$ cat config.mk
export PLATFORM = sky130hd
export DESIGN_NAME = sub_serial_flat
export DESIGN_NICKNAME = d
export VERILOG_FILES = /design/src/rtl/sub_serial_pkg.sv /design/src/rtl/sub_serial_if.sv /design/src/rtl/sub_serial_bit.sv /design/src/rtl/sub_serial.sv /design/src/flat_wrapper.sv
export SDC_FILE = /design/constraint.sdc
export NUM_CORES = 1
export LEC_CHECK = 0
export CAP_MARGIN = 20
export CORE_MARGIN = 5
export CORE_UTILIZATION = 49
export CTS_CLUSTER_DIAMETER = 100
export DETAILED_ROUTE_END_ITERATION = 7
export HOLD_SLACK_MARGIN = 0.05
export PLACE_DENSITY = 0.78
export SLEW_MARGIN = 25
export SYNTH_ARGS = -nofsm -noshare
export SYNTH_HDL_FRONTEND = slang
export SYNTH_SLANG_ARGS = --single-unit
$ cat constraint.sdc
create_clock -name clk -period 1.64 [get_ports clk]
set_input_delay 0.41 -clock clk [delete_from_list [all_inputs] [get_ports clk]]
set_output_delay 0.41 -clock clk [all_outputs]
set_load 0.01 [all_outputs]
$ cat src/rtl/sub_serial_pkg.sv
// Shared definitions for the serial add/subtract datapath: the common state
// encoding and the default operand width.
package serial_arith_pkg;

  localparam int DEFAULT_WIDTH = 8;

  // ADD belongs to the serial adder; the subtractor treats it as illegal.
  typedef enum logic [1:0] {
    IDLE = 2'd0,
    SUB  = 2'd1,
    DONE = 2'd2,
    ADD  = 2'd3
  } state_t;

  // Borrow out of one full-subtractor cell computing x - y - bin.
  function automatic logic sub_borrow(input logic x, input logic y, input logic bin);
    return (~x & y) | (~(x ^ y) & bin);
  endfunction

endpackage

$ cat src/rtl/sub_serial_if.sv
// Request/result bundle between a requester and the bit-serial subtractor.
interface sub_serial_if
  import serial_arith_pkg::*;
#(
  parameter int WIDTH = DEFAULT_WIDTH
);
  logic             en;
  logic [WIDTH-1:0] a;
  logic [WIDTH-1:0] b;
  logic [WIDTH-1:0] out;
  logic             underflow;
  logic             busy;
  logic             done;

  modport master (
    output en, a, b,
    input  out, underflow, busy, done
  );

  modport slave (
    input  en, a, b,
    output out, underflow, busy, done
  );
endinterface

$ cat src/rtl/sub_serial_bit.sv
// Single combinational full-subtractor cell: x - y - bin -> (d, bout).
module full_sub_bit
  import serial_arith_pkg::*;
(
  input  logic x,
  input  logic y,
  input  logic bin,
  output logic d,
  output logic bout
);

  assign d    = x ^ y ^ bin;
  assign bout = sub_borrow(x, y, bin);

endmodule

$ cat src/rtl/sub_serial.sv
// Bit-serial subtractor: latches a and b, produces a-b LSB-first over WIDTH
// clocks through one full-subtractor cell, and reports the final borrow.
module sub_serial
  import serial_arith_pkg::*;
#(
  parameter int WIDTH = DEFAULT_WIDTH
)(
  input  logic       clk,
  input  logic       rst,
  sub_serial_if.slave bus
);

  localparam int CNT_W = $clog2(WIDTH);

  state_t           state_r;
  state_t           state_s;
  logic [WIDTH-1:0] a_r;
  logic [WIDTH-1:0] b_r;
  logic [WIDTH-1:0] out_r;
  logic             borrow_r;
  logic [CNT_W-1:0] count_r;
  logic             busy_r;
  logic             done_r;

  logic             start_s;
  logic             step_s;
  logic             last_s;
  logic             d_s;
  logic             bout_s;

  assign last_s = (count_r == CNT_W'(WIDTH - 1));

  full_sub_bit u_cell (
    .x    (a_r[0]),
    .y    (b_r[0]),
    .bin  (borrow_r),
    .d    (d_s),
    .bout (bout_s)
  );

  // Next-state decode plus the load/shift strobes for the datapath.
  always_comb begin
    state_s = state_r;
    start_s = 1'b0;
    step_s  = 1'b0;
    case (state_r)
      IDLE: begin
        if (bus.en) begin
          state_s = SUB;
          start_s = 1'b1;
        end else begin
          state_s = IDLE;
        end
      end
      SUB: begin
        step_s = 1'b1;
        if (last_s) begin
          state_s = DONE;
        end else begin
          state_s = SUB;
        end
      end
      DONE: begin
        if (bus.en) begin
          state_s = DONE;
        end else begin
          state_s = IDLE;
        end
      end
      default: begin
        state_s = IDLE;
      end
    endcase
  end

  // State register with busy/done registered from the next state.
  always_ff @(posedge clk) begin
    if (rst) begin
      state_r <= IDLE;
      busy_r  <= 1'b0;
      done_r  <= 1'b0;
    end else begin
      state_r <= state_s;
      busy_r  <= (state_s == SUB);
      done_r  <= (state_s == DONE);
    end
  end

  // Operand shift registers: load on start, shift right once per bit.
  always_ff @(posedge clk) begin
    if (rst) begin
      a_r <= '0;
      b_r <= '0;
    end else if (start_s) begin
      a_r <= bus.a;
      b_r <= bus.b;
    end else if (step_s) begin
      a_r <= {1'b0, a_r[WIDTH-1:1]};
      b_r <= {1'b0, b_r[WIDTH-1:1]};
    end else begin
      a_r <= a_r;
      b_r <= b_r;
    end
  end

  // Result register fills from the MSB end so bit 0 lands last in place.
  always_ff @(posedge clk) begin
    if (rst) begin
      out_r <= '0;
    end else if (start_s) begin
      out_r <= '0;
    end else if (step_s) begin
      out_r <= {d_s, out_r[WIDTH-1:1]};
    end else begin
      out_r <= out_r;
    end
  end

  // Borrow flop; its final value is the underflow flag.
  always_ff @(posedge clk) begin
    if (rst) begin
      borrow_r <= 1'b0;
    end else if (start_s) begin
      borrow_r <= 1'b0;
    end else if (step_s) begin
      borrow_r <= bout_s;
    end else begin
      borrow_r <= borrow_r;
    end
  end

  // Bit counter; saturates at the last bit rather than wrapping.
  always_ff @(posedge clk) begin
    if (rst) begin
      count_r <= '0;
    end else if (start_s) begin
      count_r <= '0;
    end else if (step_s && !last_s) begin
      count_r <= count_r + CNT_W'(1);
    end else begin
      count_r <= count_r;
    end
  end

  assign bus.out       = out_r;
  assign bus.underflow = borrow_r;
  assign bus.busy      = busy_r;
  assign bus.done      = done_r;

endmodule

$ cat src/flat_wrapper.sv
// flat-port wrapper written by rule: the top's interface ports become plain ports
module sub_serial_flat import serial_arith_pkg::*;
#(
  parameter int WIDTH = DEFAULT_WIDTH
)
  (clk, rst, bus_en, bus_a, bus_b, bus_out, bus_underflow, bus_busy, bus_done);
  sub_serial_if #(.WIDTH(WIDTH)) bus_i ();
  input  logic clk;
  input  logic rst;
  input wire logic [$bits(bus_i.en)-1:0] bus_en;
  input wire logic [$bits(bus_i.a)-1:0] bus_a;
  input wire logic [$bits(bus_i.b)-1:0] bus_b;
  output wire logic [$bits(bus_i.out)-1:0] bus_out;
  output wire logic [$bits(bus_i.underflow)-1:0] bus_underflow;
  output wire logic [$bits(bus_i.busy)-1:0] bus_busy;
  output wire logic [$bits(bus_i.done)-1:0] bus_done;
  assign bus_i.en = bus_en;
  assign bus_i.a = bus_a;
  assign bus_i.b = bus_b;
  assign bus_out = bus_i.out;
  assign bus_underflow = bus_i.underflow;
  assign bus_busy = bus_i.busy;
  assign bus_done = bus_i.done;
  sub_serial #(.WIDTH(WIDTH)) u_core (.clk(clk), .rst(rst), .bus(bus_i));
endmodule
==> flow_metrics.env, run 1 <==
export IMPL_synth_simple_area_share=0.210
export IMPL_period_share=0.881
export IMPL_routabilityCongestion=0.738
export IMPL_slew_headroom=0.809
export IMPL_die_area_sq_um=3980
export IMPL_synth_adder_area_share=0.0326
export IMPL_arrival_ns=1.66
export IMPL_hpwlAfterDp_mm=2.08
export IMPL_intPower_w=0.00112
export IMPL_netSwitchingPower_w=0.000425
export IMPL_dpl_cell_area_sq_um=1730
export IMPL_hp_class="reg -> reg"
export IMPL_timing_setup_critical_path_class="in -> reg"
export IMPL_start_kind="primary input"
export IMPL_clock_path_buffers=2
export IMPL_wl_mm=2.78
export IMPL_fp_dieW_microns=63.1
export IMPL_synth_mux_area_frac=0
export IMPL_finalCriticalPeriod_ns=1.44
export IMPL_cts_tree="done"
export IMPL_synth_warning_count=0
export IMPL_syn_nets=181
export IMPL_ys_seq_elements=32
export IMPL_clock_latency_ns=0.34
export IMPL_syn_area_per_cell_sq_um=8.68
export IMPL_swShare=0.275
export IMPL_hold_slack_ns=0.459
export IMPL_fin_skew_ns=0.00915
export IMPL_synth_top_family_by_area="compound AO/OA/AOI/OAI gates"
export IMPL_cts_made_buffers=5
export IMPL_cts_hold_buf=0
export IMPL_p_seq_frac=0.549
export IMPL_drive_gt1_frac=0.185
export IMPL_grt_pass1_vias=1235
export IMPL_regArea_sq_um=641
export IMPL_rsz0062_at_grt="no"
export IMPL_syn_area_sq_um=1380
export IMPL_drv_slew=0
export IMPL_htreeDepth=2
export IMPL_grt_pass1_wl_mm=5.02
export IMPL_comb_power_share=0.170
export IMPL_fin_cells=226
export IMPL_synth_xor_area_frac=0.00635
export IMPL_port_buffers=29
export IMPL_fin_area_sq_um=1780
export IMPL_clkTransAtPathRegs_ns=0.10
export IMPL_grt_use_total=0.158
export IMPL_antennaDiodeCount=0
export IMPL_leakagePower_nw=0.718
export IMPL_multiInputGateArea_sq_um=654
export IMPL_drc_errors=0
export IMPL_drt_first_pass_iters=4
export IMPL_clockPowerShare=0.281
export IMPL_vias=1163
export IMPL_fillers=228
export IMPL_status="finished clean"
export IMPL_dp_cells=218
export IMPL_vias_per_cell=5.15
export IMPL_detail_route_wl_per_cell_microns=12.3
export IMPL_clock_root_buffer="clkbuf_4"
export IMPL_pin_count=30
export IMPL_final_hold_violation_count=0
export IMPL_peakVddDrop_mv=0.714
export IMPL_overflow=0
export IMPL_syn_inst=159
export IMPL_antenna_found_initial=0
export IMPL_yosysSeqAreaShare=0.464
export IMPL_final_antenna_net_count=0
export IMPL_setup_viol=0
export IMPL_cap_violations=0
export IMPL_grt_max_degree=21
export IMPL_synth_compound_area_share=0.225
export IMPL_worst_slew_pin_slew_ns=0.285
export IMPL_drtIter0Drc=87
export IMPL_final_util=0.650
export IMPL_ys_types=24
export IMPL_die_h_microns=63.1
export IMPL_fp_row_count=19
export IMPL_p_per_area_nw_per_um2=870
export IMPL_layout_nets=216
export IMPL_coreArea_sq_um=2730
export IMPL_cp_end_kind="register"
export IMPL_syn2layout_area_growth_pct=28.7
export IMPL_clkSinkCount=32
export IMPL_initial_core_util=0.505
export IMPL_worstPathRequired_ns=1.86
export IMPL_max_freq_mhz=692
export IMPL_worstPathMaxFanout=14
==> flip-flops by register name, summed over array words and instances (netlist names) <==
register / flops
u_core.b_r: 8
u_core.bus.out: 8
u_core.state_r: 2
u_core.bus.done: 1
u_core.count_r: 3
u_core.a_r: 8
u_core.bus.busy: 1
u_core.bus.underflow: 1
==> synth_stat cells <==
cell type,instances,area share
o21ba_2,1,0.0073
nand2_1,33,0.090
nand2b_1,2,0.0091
nor2_1,12,0.033
o21ai_0,2,0.0073
ha_1,2,0.018
nor3b_2,2,0.018
buf_4,2,0.011
buf_6,2,0.016
fa_1,1,0.015
inv_1,4,0.011
or3b_1,1,0.0063
xnor2_1,1,0.0063
dfxtp_1,32,0.46
nand2b_2,1,0.0063
a211oi_2,7,0.063
a21oi_1,26,0.094
o22ai_1,2,0.0091
buf_2,5,0.018
clkbuf_1,2,0.0054
nor2_2,7,0.032
and2b_1,1,0.0054
a211oi_1,8,0.044
nand3_1,3,0.011
==> area by class of cell <==
class                      instances  share of cell area
clock inverter                     3              0.0106
multi-input combinational        112               0.368
inverter                           4             0.00845
sequential                        32               0.361
tap                               31              0.0218
timing repair buffer              39               0.209
clock buffer                       5              0.0211
==> metrics by stage <==
step	total power (W)	setup TNS, ns	setup WS, ns
finish	0.00154	0	0.196
global route	0.00165	0	0.126
CTS	0.00157	0	0.0217
detailed placement	0.00113	-3.50	-0.148
global placement	0.00113	-3.10	-0.138
floorplan	0.00103	0	0.355
==> critical path, cell delays in order <==
cell             delay (ns)
clkdlybuf4s50_1        0.49
or3b_1                 0.43
buf_12                 0.18
nor2_1                 0.10
a211oi_1               0.06
==> cells in the final DEF, fill, tap and decap left out, drive strengths merged <==
master and count:
buf 10, fa 1, dlygate4sd2 9, clkinv 3, or3b 1, dfxtp 32, and2b 1, o21ai 2
xnor2 1, nor3b 2, nand2 33, a211oi 15, clkbuf 5, o22ai 2, dlymetal6s2s 2, o21ba 1
nor2 19, inv 4, ha 2, nand3 3, clkdlybuf4s50 18, nand2b 3, a21oi 26
==> cells by family (layout without fill, tap and decap cells) <==
group                    count (synthesis)  in the layout
AND/OR/NAND/NOR                         62             62
AO/OA/AOI/OAI                           46             46
flip-flops                              32             32
buffers and inverters                   15             51
adder cells (fa/ha/maj)                  3              3
XOR/XNOR                                 1              1
==> per-layer routing <==
| layer | track usage | up-vias | wire length [microns] | part of all wire |
|---|---|---|---|---|
| met5 | 0 | - | 0 | 0 |
| met4 | 0.0637 | 0 | 56 | 0.020 |
| met2 | 0.279 | 30 | 1340 | 0.48 |
| met3 | 0.0675 | 5 | 168 | 0.060 |
| met1 | 0.160 | 522 | 1220 | 0.44 |
| li1 | - | 606 | - | - |
==> what timing repair did <==
action / CTS / global route
gates resized for setup: 9 / 2
cloned: 0 / 0
setup buffers: 0 / 0
setup endpoints to repair: 9 / 2
==> path summary, 6_finish.rpt <==
| path | to | slack [ns] | from | cells after the start |
|---|---|---|---|---|
| max | u_core.a_r[4] | 0.20 | bus_en | 5 |
| min | u_core.bus.out[0] | 0.46 | u_core.bus.out[0] | 2 |
| max reg2reg | u_core.count_r[0] | 0.29 | u_core.count_r[0] | 5 |
| min reg2reg | u_core.bus.out[0] | 0.46 | u_core.bus.out[0] | 2 |
==> power groups by stage <==
stage	logic (W)	clock network (W)	registers (W)
5_1_grt	0.000294	0.000498	0.000854
6_report	0.000263	0.000435	0.000847
4_1_cts	0.000268	0.000454	0.000848
3_3_place_gp	0.000261	0	0.000864
3_5_place_dp	0.000267	0	0.000866
2_1_floorplan	0.000169	0	0.000863
Power figures use the tool's default switching activity.
==> run 2, diff against run 1 <==
Settings changed: ABC_CLOCK_PERIOD_IN_PS set to 1640, CORE_UTILIZATION 49 to 30, PLACE_DENSITY 0.78 to unset.
==> flow_metrics.env, run 2 (same netlist as run 1, synthesis figures left out) <==
export IMPL_status="finished clean"
export IMPL_fp_dieW_microns=77.8
export IMPL_cp_end_kind="primary output"
export IMPL_coreArea_sq_um=4410
export IMPL_grt_use_total=0.106
export IMPL_final_antenna_net_count=0
export IMPL_hpwlAfterDp_mm=2.12
export IMPL_leakagePower_nw=0.764
export IMPL_start_kind="register"
export IMPL_period_share=0.968
export IMPL_max_freq_mhz=630
export IMPL_fin_skew_ns=0.00331
export IMPL_rsz0062_at_grt="no"
export IMPL_clock_root_buffer="clkbuf_8"
export IMPL_fp_row_count=24
export IMPL_initial_core_util=0.313
export IMPL_worstPathMaxFanout=3
export IMPL_drc_errors=0
export IMPL_grt_pass1_vias=1116
export IMPL_cts_tree="done"
export IMPL_crit_cells=1
export IMPL_p_per_area_nw_per_um2=1020
export IMPL_fin_total_pwr_w=0.00193
export IMPL_slowest_delay_ns=0.54
export IMPL_htreeDepth=2
export IMPL_die_h_microns=77.8
export IMPL_grt_max_degree=21
export IMPL_pin_count=30
export IMPL_regArea_sq_um=641
export IMPL_grt_pass1_wl_mm=5.19
export IMPL_layout_commonest_cell="nand2_1"
export IMPL_multiInputGateArea_sq_um=654
export IMPL_timing_setup_critical_path_class="reg -> out"
export IMPL_clkTransAtPathRegs_ns=0.07
export IMPL_worst_slew_pin_slew_ns=0.312
export IMPL_worst_r2r_cell_count=5
export IMPL_antennaDiodeCount=0
export IMPL_drv_slew=0
export IMPL_crit_path_cell_trace="clkdlybuf4s50_1"
export IMPL_worstPathRequired_ns=1.23
export IMPL_whs_path_depth=2
export IMPL_slew_headroom=0.791
export IMPL_port_buffers=29
export IMPL_clkSinkCount=32
export IMPL_overflow=0
export IMPL_layout_nets=217
export IMPL_clock_latency_ns=0.28
export IMPL_syn2layout_area_growth_pct=36.7
export IMPL_drtIter0Drc=65
export IMPL_slowest_stage="clkdlybuf4s50_1"
export IMPL_drive_gt1_frac=0.189
export IMPL_routabilityCongestion=0.689
export IMPL_final_cell_mix="nand2_1, dfxtp_1, a21oi_1"
export IMPL_finalCriticalPeriod_ns=1.59
export IMPL_worst_path_buf_inv=1
export IMPL_hp_class="reg -> reg"
export IMPL_postCtsSetupBuffers=0
export IMPL_setup_viol=0
export IMPL_die_area_sq_um=6060
export IMPL_fillers=449
export IMPL_antenna_found_initial=0
export IMPL_wl_mm=3.00
export IMPL_vias=1162
export IMPL_tns_ns=0
export IMPL_crit_family="buffers and inverters"
export IMPL_drt_first_pass_iters=4
export IMPL_peakVddDrop_mv=0.339
export IMPL_vias_per_cell=4.69
export IMPL_arrival_ns=1.18
export IMPL_detail_route_wl_per_cell_microns=12.1
export IMPL_clock_path_buffers=2
export IMPL_cap_violations=0
export IMPL_cts_made_buffers=5
export IMPL_final_hold_violation_count=0
run 2: where the power goes:
| group | leakage, nW | switching [W] | internal (W) | total, W |
|---|---|---|---|---|
| Sequential | 0.262 | 0.0000267 | 0.000823 | 0.000849 |
| Combinational | 0.437 | 0.000132 | 0.000134 | 0.000266 |
| Clock | 0.0645 | 0.000283 | 0.000536 | 0.000819 |
run 2: final timing paths:
kind / from / end / slack [ns]
setup / recovery: u_core.bus.out[7] / bus_out[7] / 0.05
setup reg to reg: u_core.count_r[0] / u_core.count_r[0] / 0.25
hold reg to reg: u_core.bus.out[0] / u_core.bus.out[0] / 0.46
hold / removal: u_core.bus.out[0] / u_core.bus.out[0] / 0.46
run 2: layout make-up:
type | count | area share
Clock buffer | 7 | 0.0511
Multi-Input combinational cell | 112 | 0.347
Sequential cell | 32 | 0.340
Tap cell | 52 | 0.0345
Clock inverter | 1 | 0.0159
Inverter | 4 | 0.00796
Timing Repair Buffer | 40 | 0.204
run 2: worst register-to-register path, stage by stage (launching register included):
cell     delay [ns]
dfxtp_1        0.33
ha_1           0.21
ha_1           0.23
nor3b_2        0.31
xnor2_1        0.16
nor2_1         0.05
run 2: through the flow:
stage / util / setup WS [ns] / cells / area, sq um / hold WS, ns
6_report: 0.427 / 0.0530 / 248 / 1890 / 0.455
5_1_grt: 0.427 / 0.00464 / 248 / 1890 / 0.480
4_1_cts: 0.425 / 0.0211 / 248 / 1870 / 0.462
3_5_place_dp: 0.396 / -0.171 / 240 / 1750 / 0.451
3_3_place_gp: 0.396 / -0.132 / 240 / 1750 / 0.446
2_1_floorplan: - / 0.355 / 159 / 1380 / 0.437
run 2: what timing repair did:
action,in CTS,in global routing
hold buffers,0,0
setup endpoints to repair,0,5
gates resized for setup,0,5
hold endpoints to repair,0,0
run 2: metal layers:
metal	wire length, microns	vias to the layer above	track usage
li1	-	608	-
met1	1450	519	0.138
met2	1310	28	0.152
met3	188	7	0.0532
met4	45	0	0.0361
met5	0	-	0
